$ cat src/rtl/segre_lsu_pkg.sv
// rtl/segre_lsu_pkg.sv - shared types and constants for the load/store unit
package segre_lsu_pkg;

  typedef enum logic [1:0] {
    BYTE = 2'b00,
    HALF = 2'b01,
    WORD = 2'b10
  } memop_data_type_e;

  typedef enum logic [1:0] {
    IDLE = 2'b00,
    REQ  = 2'b01,
    WAIT = 2'b10,
    RESP = 2'b11
  } lsu_state_e;

  localparam int MEM_BE_WIDTH = 4;

endpackage

$ cat src/rtl/segre_lsu_align.sv
// rtl/segre_lsu_align.sv - byte-lane steering for stores and load extraction/extension
module segre_lsu_align
  import segre_lsu_pkg::*;
(
  input  memop_data_type_e        data_type,
  input  logic [1:0]              offset,
  input  logic                    sign_ext,
  input  logic [31:0]             wdata,
  input  logic [31:0]             rdata,
  output logic [MEM_BE_WIDTH-1:0] be,
  output logic [31:0]             wdata_rep,
  output logic [31:0]             rdata_ext
);

  logic [31:0] shifted;

  always_comb begin
    shifted   = rdata >> {offset, 3'b000};
    be        = '0;
    wdata_rep = '0;
    rdata_ext = '0;
    case (data_type)
      BYTE: begin
        be        = 4'b0001 << offset;
        wdata_rep = {4{wdata[7:0]}};
        rdata_ext = {{24{sign_ext & shifted[7]}}, shifted[7:0]};
      end
      HALF: begin
        be        = 4'b0011 << offset;
        wdata_rep = {2{wdata[15:0]}};
        rdata_ext = {{16{sign_ext & shifted[15]}}, shifted[15:0]};
      end
      default: begin
        be        = 4'b1111;
        wdata_rep = wdata;
        rdata_ext = shifted;
      end
    endcase
  end

endmodule

$ cat src/rtl/segre_lsu.sv
// rtl/segre_lsu.sv - memory-stage load/store unit with req/gnt/rvalid data-memory handshake
module segre_lsu
  import segre_lsu_pkg::*;
#(
  parameter int ADDR_WIDTH = 32,
  parameter int DATA_WIDTH = 32,
  parameter int REG_SIZE   = 5
) (
  input  logic                    clk_i,
  input  logic                    rst_i,
  input  logic                    valid_i,
  input  logic                    memop_rd_i,
  input  logic                    memop_wr_i,
  input  memop_data_type_e        memop_type_i,
  input  logic                    memop_sign_ext_i,
  input  logic [ADDR_WIDTH-1:0]   addr_i,
  input  logic [DATA_WIDTH-1:0]   wdata_i,
  input  logic [REG_SIZE-1:0]     rd_addr_i,
  output logic                    ready_o,
  output logic                    stall_o,
  output logic                    done_o,
  output logic                    misaligned_o,
  output logic                    rf_we_o,
  output logic [REG_SIZE-1:0]     rf_waddr_o,
  output logic [DATA_WIDTH-1:0]   rf_wdata_o,
  output logic                    mem_req_o,
  input  logic                    mem_gnt_i,
  output logic                    mem_we_o,
  output logic [MEM_BE_WIDTH-1:0] mem_be_o,
  output logic [ADDR_WIDTH-1:0]   mem_addr_o,
  output logic [DATA_WIDTH-1:0]   mem_wdata_o,
  input  logic                    mem_rvalid_i,
  input  logic [DATA_WIDTH-1:0]   mem_rdata_i
);

  lsu_state_e              state_q, state_d;
  memop_data_type_e        type_q;
  logic                    sign_ext_q, we_q, mis_q;
  logic [ADDR_WIDTH-1:0]   addr_q;
  logic [DATA_WIDTH-1:0]   wdata_q, rdata_q;
  logic [REG_SIZE-1:0]     rd_addr_q;

  logic                    accept, mis_in, rdata_take;
  logic [MEM_BE_WIDTH-1:0] be;
  logic [DATA_WIDTH-1:0]   wdata_rep, rdata_ext;

  assign accept     = (state_q == IDLE) && valid_i && (memop_rd_i || memop_wr_i);
  assign mis_in     = ((memop_type_i == HALF) && addr_i[0]) ||
                      ((memop_type_i == WORD) && (addr_i[1:0] != 2'b00));
  assign rdata_take = mem_rvalid_i &&
                      (((state_q == REQ) && mem_gnt_i) || (state_q == WAIT));

  segre_lsu_align u_align (
    .data_type (type_q),
    .offset    (addr_q[1:0]),
    .sign_ext  (sign_ext_q),
    .wdata     (wdata_q),
    .rdata     (rdata_q),
    .be        (be),
    .wdata_rep (wdata_rep),
    .rdata_ext (rdata_ext)
  );

  always_ff @(posedge clk_i or posedge rst_i) begin
    if (rst_i) state_q <= IDLE;
    else       state_q <= state_d;
  end

  always_ff @(posedge clk_i or posedge rst_i) begin
    if (rst_i) begin
      type_q     <= BYTE;
      sign_ext_q <= 1'b0;
      we_q       <= 1'b0;
      mis_q      <= 1'b0;
      addr_q     <= '0;
      wdata_q    <= '0;
      rd_addr_q  <= '0;
      rdata_q    <= '0;
    end else begin
      if (accept) begin
        type_q     <= memop_type_i;
        sign_ext_q <= memop_sign_ext_i;
        // a memop flagged both rd and wr is treated as a load
        we_q       <= memop_wr_i & ~memop_rd_i;
        mis_q      <= mis_in;
        addr_q     <= addr_i;
        wdata_q    <= wdata_i;
        rd_addr_q  <= rd_addr_i;
      end
      if (rdata_take) rdata_q <= mem_rdata_i;
    end
  end

  always_comb begin
    state_d = state_q;
    case (state_q)
      IDLE:    if (accept) state_d = mis_in ? RESP : REQ;
      REQ:     if (mem_gnt_i) state_d = mem_rvalid_i ? RESP : WAIT;
      WAIT:    if (mem_rvalid_i) state_d = RESP;
      default: state_d = IDLE;
    endcase
  end

  // memory-side outputs are zeroed outside REQ so nothing leaks while idle
  always_comb begin
    ready_o      = (state_q == IDLE);
    stall_o      = (state_q != IDLE);
    done_o       = (state_q == RESP);
    misaligned_o = (state_q == RESP) && mis_q;
    rf_we_o      = (state_q == RESP) && !mis_q && !we_q;
    rf_waddr_o   = rf_we_o ? rd_addr_q : '0;
    rf_wdata_o   = rf_we_o ? rdata_ext : '0;
    mem_req_o    = (state_q == REQ);
    mem_we_o     = mem_req_o && we_q;
    mem_be_o     = mem_req_o ? be : '0;
    mem_addr_o   = mem_req_o ? {addr_q[ADDR_WIDTH-1:2], 2'b00} : '0;
    mem_wdata_o  = mem_req_o ? wdata_rep : '0;
  end

endmodule

$ cat config.mk
export PLATFORM = sky130hd
export DESIGN_NAME = segre_lsu
export DESIGN_NICKNAME = d
export VERILOG_FILES = /design/src/rtl/segre_lsu_pkg.sv /design/src/rtl/segre_lsu_align.sv /design/src/rtl/segre_lsu.sv
export SDC_FILE = /design/constraint.sdc
export NUM_CORES = 1
export LEC_CHECK = 0
export ABC_AREA = 1
export BUFFER_PORTS_ARGS = -buffer_cell sky130_fd_sc_hd__buf_2
export CORE_ASPECT_RATIO = 1.4
export CORE_UTILIZATION = 40
export DETAILED_ROUTE_END_ITERATION = 8
export PLACE_DENSITY = 0.64
export SETUP_SLACK_MARGIN = 0.5
export SYNTH_ARGS = -nofsm -noshare
export SYNTH_HDL_FRONTEND = slang
export SYNTH_SLANG_ARGS = --single-unit
export TNS_END_PERCENT = 20
$ cat constraint.sdc
create_clock -name clk_i -period 4.6 [get_ports clk_i]
set_input_delay 0.69 -clock clk_i [delete_from_list [all_inputs] [get_ports clk_i]]
set_output_delay 0.69 -clock clk_i [all_outputs]
set_load 0.02 [all_outputs]
==> metrics.txt, run 1 <==
result of the run finished clean; proportion of power drawn by flip-flops and latches 34.8%; startpoint type of the worst setup path flip-flop; Clk network pwr share 14.9%; Filler Cells Inserted 1520; final setup skew 0.009805 ns; Core Rows 52; CP Data Required Time 3.91 ns; floorplan die height 146.0 um; clock tree from TritonCTS built; category of the critical setup timing path flip-flop to primary output; maximum level of the CTS H-tree 3; fin crit period 3.591 ns; overall power consumption 5.026 mW; setup repair after global routing missed its margin no; net switching power of the design 2.459 mW; number of top-level pins 223; critical-path cell list clkinv_1, nand3_1, a21oi_2, nor2_4, nor2_1, buf_2; Clock Sinks 108; max-slew headroom at the worst pin 35.55%; switching power share of the total 48.92%; drt initial violations 309; remaining antenna violation count 0; internal power consumption 2.567 mW; clock root buffer sky130_fd_sc_hd__clkbuf_16; number of iterations in the first detailed-routing pass 4; category of the worst setup path capture point primary output; total of warnings raised by yosys 0; buffers from clock root to sink, at most 2; worst-path cell with the longest stage delay sky130_fd_sc_hd__clkinv_1; PortBufs 220; clock-pin slew reported for the worst setup and hold paths after clock tree synthesis 0.08 ns; synthesized-area fraction occupied by and/or/nand/nor cells 31.79%; parity-gate share of the synthesized area counting xor and xnor cells 0%; mux share of post-synthesis cell area 0%; P_leak 4.456 nW; maximum number of pins on one net before global-route repair 94; flop-to-flop setup slack 1.92 ns; P per Cell Area 682.4 nW/um2; slew of the pin with the lowest slew margin 0.9667 ns; wire length per cell after detailed routing 14.87 um; ratio of routed vias to standard cells 4.938; placed standard-cell area 7073 um2; layout cells sized above 1 24.95%; first-pass GRT wire length 29370 um; Yosys reg bits 108; synthesized instance count 848; minimum hold slack 0.4385 ns; number of buffers created by CTS 9; Synth Area in Compound Gates 10.95%; number of remaining DRC errors 0; startpoint of the worst register-to-register path state_q[1]; depth of the worst register-to-register path 8; Overflow after GRT 0; total wire length after detailed routing 18230 um; crit share post-route 78.07%; count of buffering cells on the critical path with inverters included 2; GRT Util Overall 24.39%; Net count, final 1145; number of distinct library cells after synthesis 28; final-layout setup total negative slack 0 ns; Die X 104.9 um; Post-Syn Area 5928 um2; peak ir drop on the vdd network 0.2800 mV; floorplan die area 15320 um2; # hold bufs at CTS 0; final-report max-slew violation count 0; vias 6054; start point of the critical path addr_q[1]; proportion of synthesized chip area in sequential cells 45.59%; Fmax 0.2784 GHz; number of antenna violations at the first check in global routing 2; commonest non-fill, non-tap cell in the layout sky130_fd_sc_hd__nand2_1; most frequent cells in the layout sky130_fd_sc_hd__nand2_1 (274), sky130_fd_sc_hd__buf_2 (220), sky130_fd_sc_hd__dfrtp_1 (108), sky130_fd_sc_hd__nand3_1 (91), sky130_fd_sc_hd__inv_1 (86); Non-Filler Cell Area, Final 7366 um2; Synth Area in Adders 1.055%; Crit path max-delay family buffers and inverters; via count of the first global-routing pass 5704; DP HPWL 13190 um; final weighted congestion in routability-driven placement 0.9341; Crit path largest cell delay 0.83 ns; main combinational cell family by area after synthesis simple AND/OR/NAND/NOR gates; latest clock arrival within the worst-skew pair 0.34 ns; highest fanout seen on the critical path 35; post-CTS setup-driven buffer insertion count 0; class of the most critical hold timing path primary input to async pin; Area Growth Syn to Fin 24.25%; # Max-Cap Violations 0; Setup violations, final 0; number of endpoints with negative hold slack in the final report 0; Core Box Area 14440 um2; PostCTS Resize Cnt 0; arrival time worst endpoint 2.90 ns; Reg-to-Reg End rdata_q[15]; Avg Synthesized Cell Area 6.991 um2; combinational cell fraction of total power 50.3%; initial standard-cell utilization of the core 41.04%
## metal layers
layer	up-vias	wire, um	global-route usage [%]
met4	0	613	10.49
li1	3021	-	-
met2	233	8952	41.72
met3	37	1296	5.357
met5	-	0	0
met1	2763	7362	29.44
## area by class of cell
cell class / instances / area [um2] / area share, %
multi-input cells: 589 / 2614 / 35.49
inverters: 91 / 344.1 / 4.671
repair buffers: 230 / 1176 / 15.97
clock buffers: 11 / 242.7 / 3.295
well taps: 189 / 236.5 / 3.210
diodes: 3 / 7.507 / 0.1019
clock inverters: 5 / 42.54 / 0.5775
flip-flops and latches: 108 / 2703 / 36.69
## stage by stage
stage | instances | util, % | setup WS [ns]
2_1_floorplan | 849 | - | 1.064
3_3_place_gp | 1207 | 48.97 | 1.530
3_5_place_dp | 1207 | 48.97 | 1.413
4_1_cts | 1223 | 50.94 | 1.047
5_1_grt | 1224 | 50.96 | 0.7274
6_report | 1226 | 51.00 | 1.009
## Yosys cell counts, drive strengths merged
| cell type | n | share of area [%] |
|---|---|---|
| inv | 90 | 5.7 |
| a31oi | 7 | 0.74 |
| buf | 29 | 2.8 |
| ha | 5 | 1.1 |
| o21ai | 56 | 4.9 |
| clkinv | 1 | 0.063 |
| a22oi | 1 | 0.13 |
| o21bai | 1 | 0.13 |
| dfrtp | 108 | 46 |
| nor2 | 81 | 5.3 |
| nand2 | 276 | 18 |
| nand3 | 93 | 8.1 |
| clkbuf | 32 | 2.0 |
| or2 | 1 | 0.11 |
| nor3 | 9 | 0.76 |
| conb | 1 | 0.063 |
| a21oi | 49 | 4.2 |
| o22ai | 8 | 0.84 |
## worst max path at each step
stage,end,cells past startpoint,slack [ns]
finish,rf_wdata_o[25],6,1.01
CTS,rf_wdata_o[25],6,1.05
global placement,rf_wdata_o[25],6,1.53
floorplan,addr_q[0],1,1.06
global route,rf_wdata_o[24],6,0.73
detailed placement,rf_wdata_o[25],6,1.41
## power by group through the flow
stage               clock network [mW]  logic, mW  registers, mW
CTS                              0.769       2.55           1.74
detailed placement                   0       2.54           1.75
global placement                     0       2.51           1.75
global route                     0.806       2.84           1.81
finish                           0.748       2.53           1.75
floorplan                            0       1.92           1.60
## cells by family after synthesis
family          after synthesis
fa+ha+maj                     5
compound gates              122
flops                       108
other cells                   1
buf+inv                     152
simple gates                460
## registers in the layout (all words and copies together), names as in the netlist, 2 cells and up
register	count
addr_q	32
rdata_q	32
wdata_q	32
rd_addr_q	5
state_q	2
type_q	2
Power figures use the tool's default switching activity.
==> run 2: changes to the inputs <==
ABC_AREA = 0   (was 1)
PLACE_DENSITY = 0.66   (was 0.64)
clock period = 2.9 ns   (was 4.6 ns; I/O delays follow)
==> run 2 against run 1 <==
Worst setup slack worse by 0.49 ns. Global-route usage down 2.9 points. Register-to-register slack worse by 1.3 ns. Die area up 5.6%. Sequential power up 69%. Flip-flop and latch count unchanged. Total power up 92%. Synthesized cell count down 36%. Critical path depth unchanged. Wire length down 6.1%.
==> metrics.txt, run 2 <==
main combinational cell family by area after synthesis multiplexers; Die X 107.8 um (+2.8%); drt initial violations 207 (-33%); largest registers addr_q: 32 flops, rdata_q: 32 flops, wdata_q: 32 flops; crit share post-route 82.19%; share of the synthesized area in the top cell type 43.13% (-2.5 points); placed standard-cell area 7488 um2 (+5.9%); number of buffers created by CTS 9 (unchanged); final setup skew 0.005763 ns (-0.004042 ns); final-layout setup total negative slack 0 ns (unchanged); Crit path largest cell delay 0.49 ns (-0.34 ns); maximum level of the CTS H-tree 3 (unchanged); initial standard-cell utilization of the core 41.26% (+0.22 points); PortBufs 220 (unchanged); total wire length after detailed routing 17120 um (-6.1%); Post-Syn Area 6266 um2 (+5.7%); mux share of post-synthesis cell area 26.92% (+27 points); Yosys reg bits 108 (unchanged); startpoint type of the worst setup path flip-flop; GRT Util Overall 21.45% (-2.9 points); peak ir drop on the vdd network 0.5483 mV (+96%); result of the run finished clean; final-report max-slew violation count 0 (unchanged); Synth Area in Adders 0.9984% (-0.057 points); max-slew headroom at the worst pin 59.08% (+24 points); arrival time worst endpoint 1.95 ns (-0.95 ns); Net count, final 874 (-24%); number of iterations in the first detailed-routing pass 4 (unchanged); primary flip-flop cell chosen by synthesis mapping sky130_fd_sc_hd__dfrtp_1; P_leak 3.860 nW (-13%); count of buffering cells on the critical path with inverters included 3 (+1); most frequent cells in the layout sky130_fd_sc_hd__buf_2 (212), sky130_fd_sc_hd__dfrtp_1 (102), sky130_fd_sc_hd__mux2_2 (100), sky130_fd_sc_hd__and2_1 (54), sky130_fd_sc_hd__nand2_1 (37); setup repair after global routing missed its margin yes; critical-path cell list buf_12, buf_4, mux2_4, nor2_1, a211oi_1, buf_2; # Max-Cap Violations 0 (unchanged); layout cells sized above 1 55.44% (+30 points); library cell with the largest summed area after synthesis sky130_fd_sc_hd__dfrtp_1; class of the most critical hold timing path primary input to async pin; Non-Filler Cell Area, Final 8137 um2 (+10%); number of remaining DRC errors 0 (unchanged); proportion of synthesized chip area in sequential cells 43.13% (-2.5 points); commonest non-fill, non-tap cell in the layout sky130_fd_sc_hd__buf_2; Crit path max-delay family buffers and inverters; latest clock arrival within the worst-skew pair 0.35 ns (about the same); synthesized instance count 541 (-36%); buffers from clock root to sink, at most 2 (unchanged); floorplan die height 150.1 um (+2.8%); synthesized-area fraction occupied by and/or/nand/nor cells 14.08% (-18 points); commonest cells in the synthesized netlist sky130_fd_sc_hd__dfrtp_1 (108), sky130_fd_sc_hd__mux2_2 (100), sky130_fd_sc_hd__and2_1 (54); clock tree from TritonCTS built; number of enable flip-flop cells after synthesis 0 (unchanged); vias 5007 (-17%); slew of the pin with the lowest slew margin 0.6138 ns (-0.3529 ns); Fmax 0.4196 GHz; highest fanout seen on the critical path 16 (-54%); category of the critical setup timing path flip-flop to primary output; worst-path cell with the longest stage delay sky130_fd_sc_hd__dfrtp_2; async set-or-reset flop fraction in the synthesized netlist 100.0% (unchanged); number of antenna violations at the first check in global routing 2 (unchanged); Core Box Area 15190 um2 (+5.1%); clock root buffer sky130_fd_sc_hd__clkbuf_16; wire length per cell after detailed routing 17.90 um (+20%); fin crit period 2.384 ns; P per Cell Area 1184 nW/um2 (+73%); number of endpoints with negative hold slack in the final report 0 (unchanged); maximum number of pins on one net before global-route repair 109 (+16%); Avg Synthesized Cell Area 11.58 um2 (+66%); Filler Cells Inserted 1366 (-10%); Core Rows 53 (+1.9%); CP Data Required Time 2.47 ns (-1.44 ns); clock-pin slew reported for the worst setup and hold paths after clock tree synthesis 0.07 ns (about the same); category of the worst setup path capture point primary output; most area-consuming cells after synthesis sky130_fd_sc_hd__dfrtp_1 (43%), sky130_fd_sc_hd__mux2_2 (18%), sky130_fd_sc_hd__and2_1 (5.4%); final weighted congestion in routability-driven placement 0.8706 (-6.8%); floorplan die area 16180 um2 (+5.6%); via count of the first global-routing pass 5083 (-11%); # hold bufs at CTS 0 (unchanged); remaining antenna violation count 0 (unchanged); parity-gate share of the synthesized area counting xor and xnor cells 0.1398% (+0.14 points); Overflow after GRT 0 (unchanged); final core utilization 53.58% (+2.6 points); Clock Sinks 108 (unchanged); most common cell in the synthesized netlist sky130_fd_sc_hd__dfrtp_1; first-pass GRT wire length 26420 um (-10%); Setup violations, final 0 (unchanged); number of distinct library cells after synthesis 52 (+86%); number of top-level pins 223 (unchanged); Synth Area in Compound Gates 9.744% (-1.2 points); ratio of routed vias to standard cells 5.237 (+6.1%); Area Growth Syn to Fin 29.85%; DP HPWL 12110 um (-8.2%); total of warnings raised by yosys 0 (unchanged)
[run 2: worst register-to-register path, cell delays in order, from the launching register on]
cell and delay [ns]:
sky130_fd_sc_hd__dfrtp_1 0.42, sky130_fd_sc_hd__buf_4 0.16, sky130_fd_sc_hd__buf_4 0.14, sky130_fd_sc_hd__inv_1 0.07, sky130_fd_sc_hd__ha_1 0.19, sky130_fd_sc_hd__o211a_4 0.48, sky130_fd_sc_hd__buf_12 0.33, sky130_fd_sc_hd__mux2_2 0.41
[run 2: kinds of logic (layout without fill, tap and decap cells)]
| group | after synthesis | count (layout) |
|---|---|---|
| buffers and inverters | 52 | 273 |
| other | 1 | 3 |
| muxes | 145 | 145 |
| and+or+nand+nor | 154 | 154 |
| adders and majority gates | 5 | 5 |
| AOI/OAI and AO/OA | 75 | 75 |
| xor gates and xnor gates | 1 | 1 |
| DFF | 108 | 108 |
[run 2: metal layers]
layer | GRT usage, % | vias up | wire length (um) | share of wire [%]
met1 | 24.47 | 2435 | 6758 | 39
met2 | 37.47 | 169 | 8803 | 51
met4 | 10.68 | 4 | 537 | 3.1
met3 | 4.762 | 38 | 995 | 5.8
met5 | 0 | - | 22 | 0.13
li1 | - | 2361 | - | -
[run 2: final timing paths]
path | start | end | slack (ns) | depth (start not counted)
max in group asynchronous | rst_i | we_q | 2.16 | 3
min in group clk_i | mem_rdata_i[24] | rdata_q[24] | 0.31 | 2
worst max-delay path | addr_q[1] | rf_wdata_o[6] | 0.52 | 6
worst min-delay path | rst_i | addr_q[6] | 0.22 | 3
worst max register to register | state_q[0] | addr_q[5] | 0.61 | 7
worst min register to register | addr_q[30] | addr_q[30] | 0.50 | 1
[run 2: stage by stage]
step,power [mW],hold slack (ns),cells,setup slack (ns)
global placement,7.697,0.4826,925,0.5901
CTS,9.485,0.2710,948,0.3780
floorplan,6.574,0.4721,542,0.7012
global route,10.25,0.2946,955,0.4259
detailed placement,7.825,0.4885,925,0.5061
finish,9.633,0.2246,956,0.5165
[run 2: final cells by class]
| class | instances | area, um2 | area share, % |
|---|---|---|---|
| clock inverter | 7 | 101.3 | 1.246 |
| timing repair inverter | 1 | 7.507 | 0.09227 |
| antenna | 1 | 2.502 | 0.03076 |
| clock buffer | 9 | 225.2 | 2.768 |
| sequential | 108 | 2710 | 33.31 |
| inverter | 8 | 40.04 | 0.4921 |
| timing repair buffer | 248 | 1439 | 17.68 |
| tap | 192 | 240.2 | 2.952 |
| multi-input combinational | 382 | 3371 | 41.43 |
[run 2: repair_timing]
| action | in CTS | in global routing |
|---|---|---|
| setup endpoints to repair | 78 | 65 |
| pin swaps | 3 | 5 |
| resized for setup | 29 | 19 |
| buffers inserted | 6 | 7 |
| cloned | 1 | 0 |
[run 2: power by group]
| group | internal [mW] | switching, mW | total [mW] | leakage (nW) |
|---|---|---|---|---|
| logic | 2.62 | 2.71 | 5.33 | 2.44 |
| registers | 2.29 | 0.669 | 2.96 | 1.27 |
| clock network | 0.762 | 0.584 | 1.35 | 0.152 |
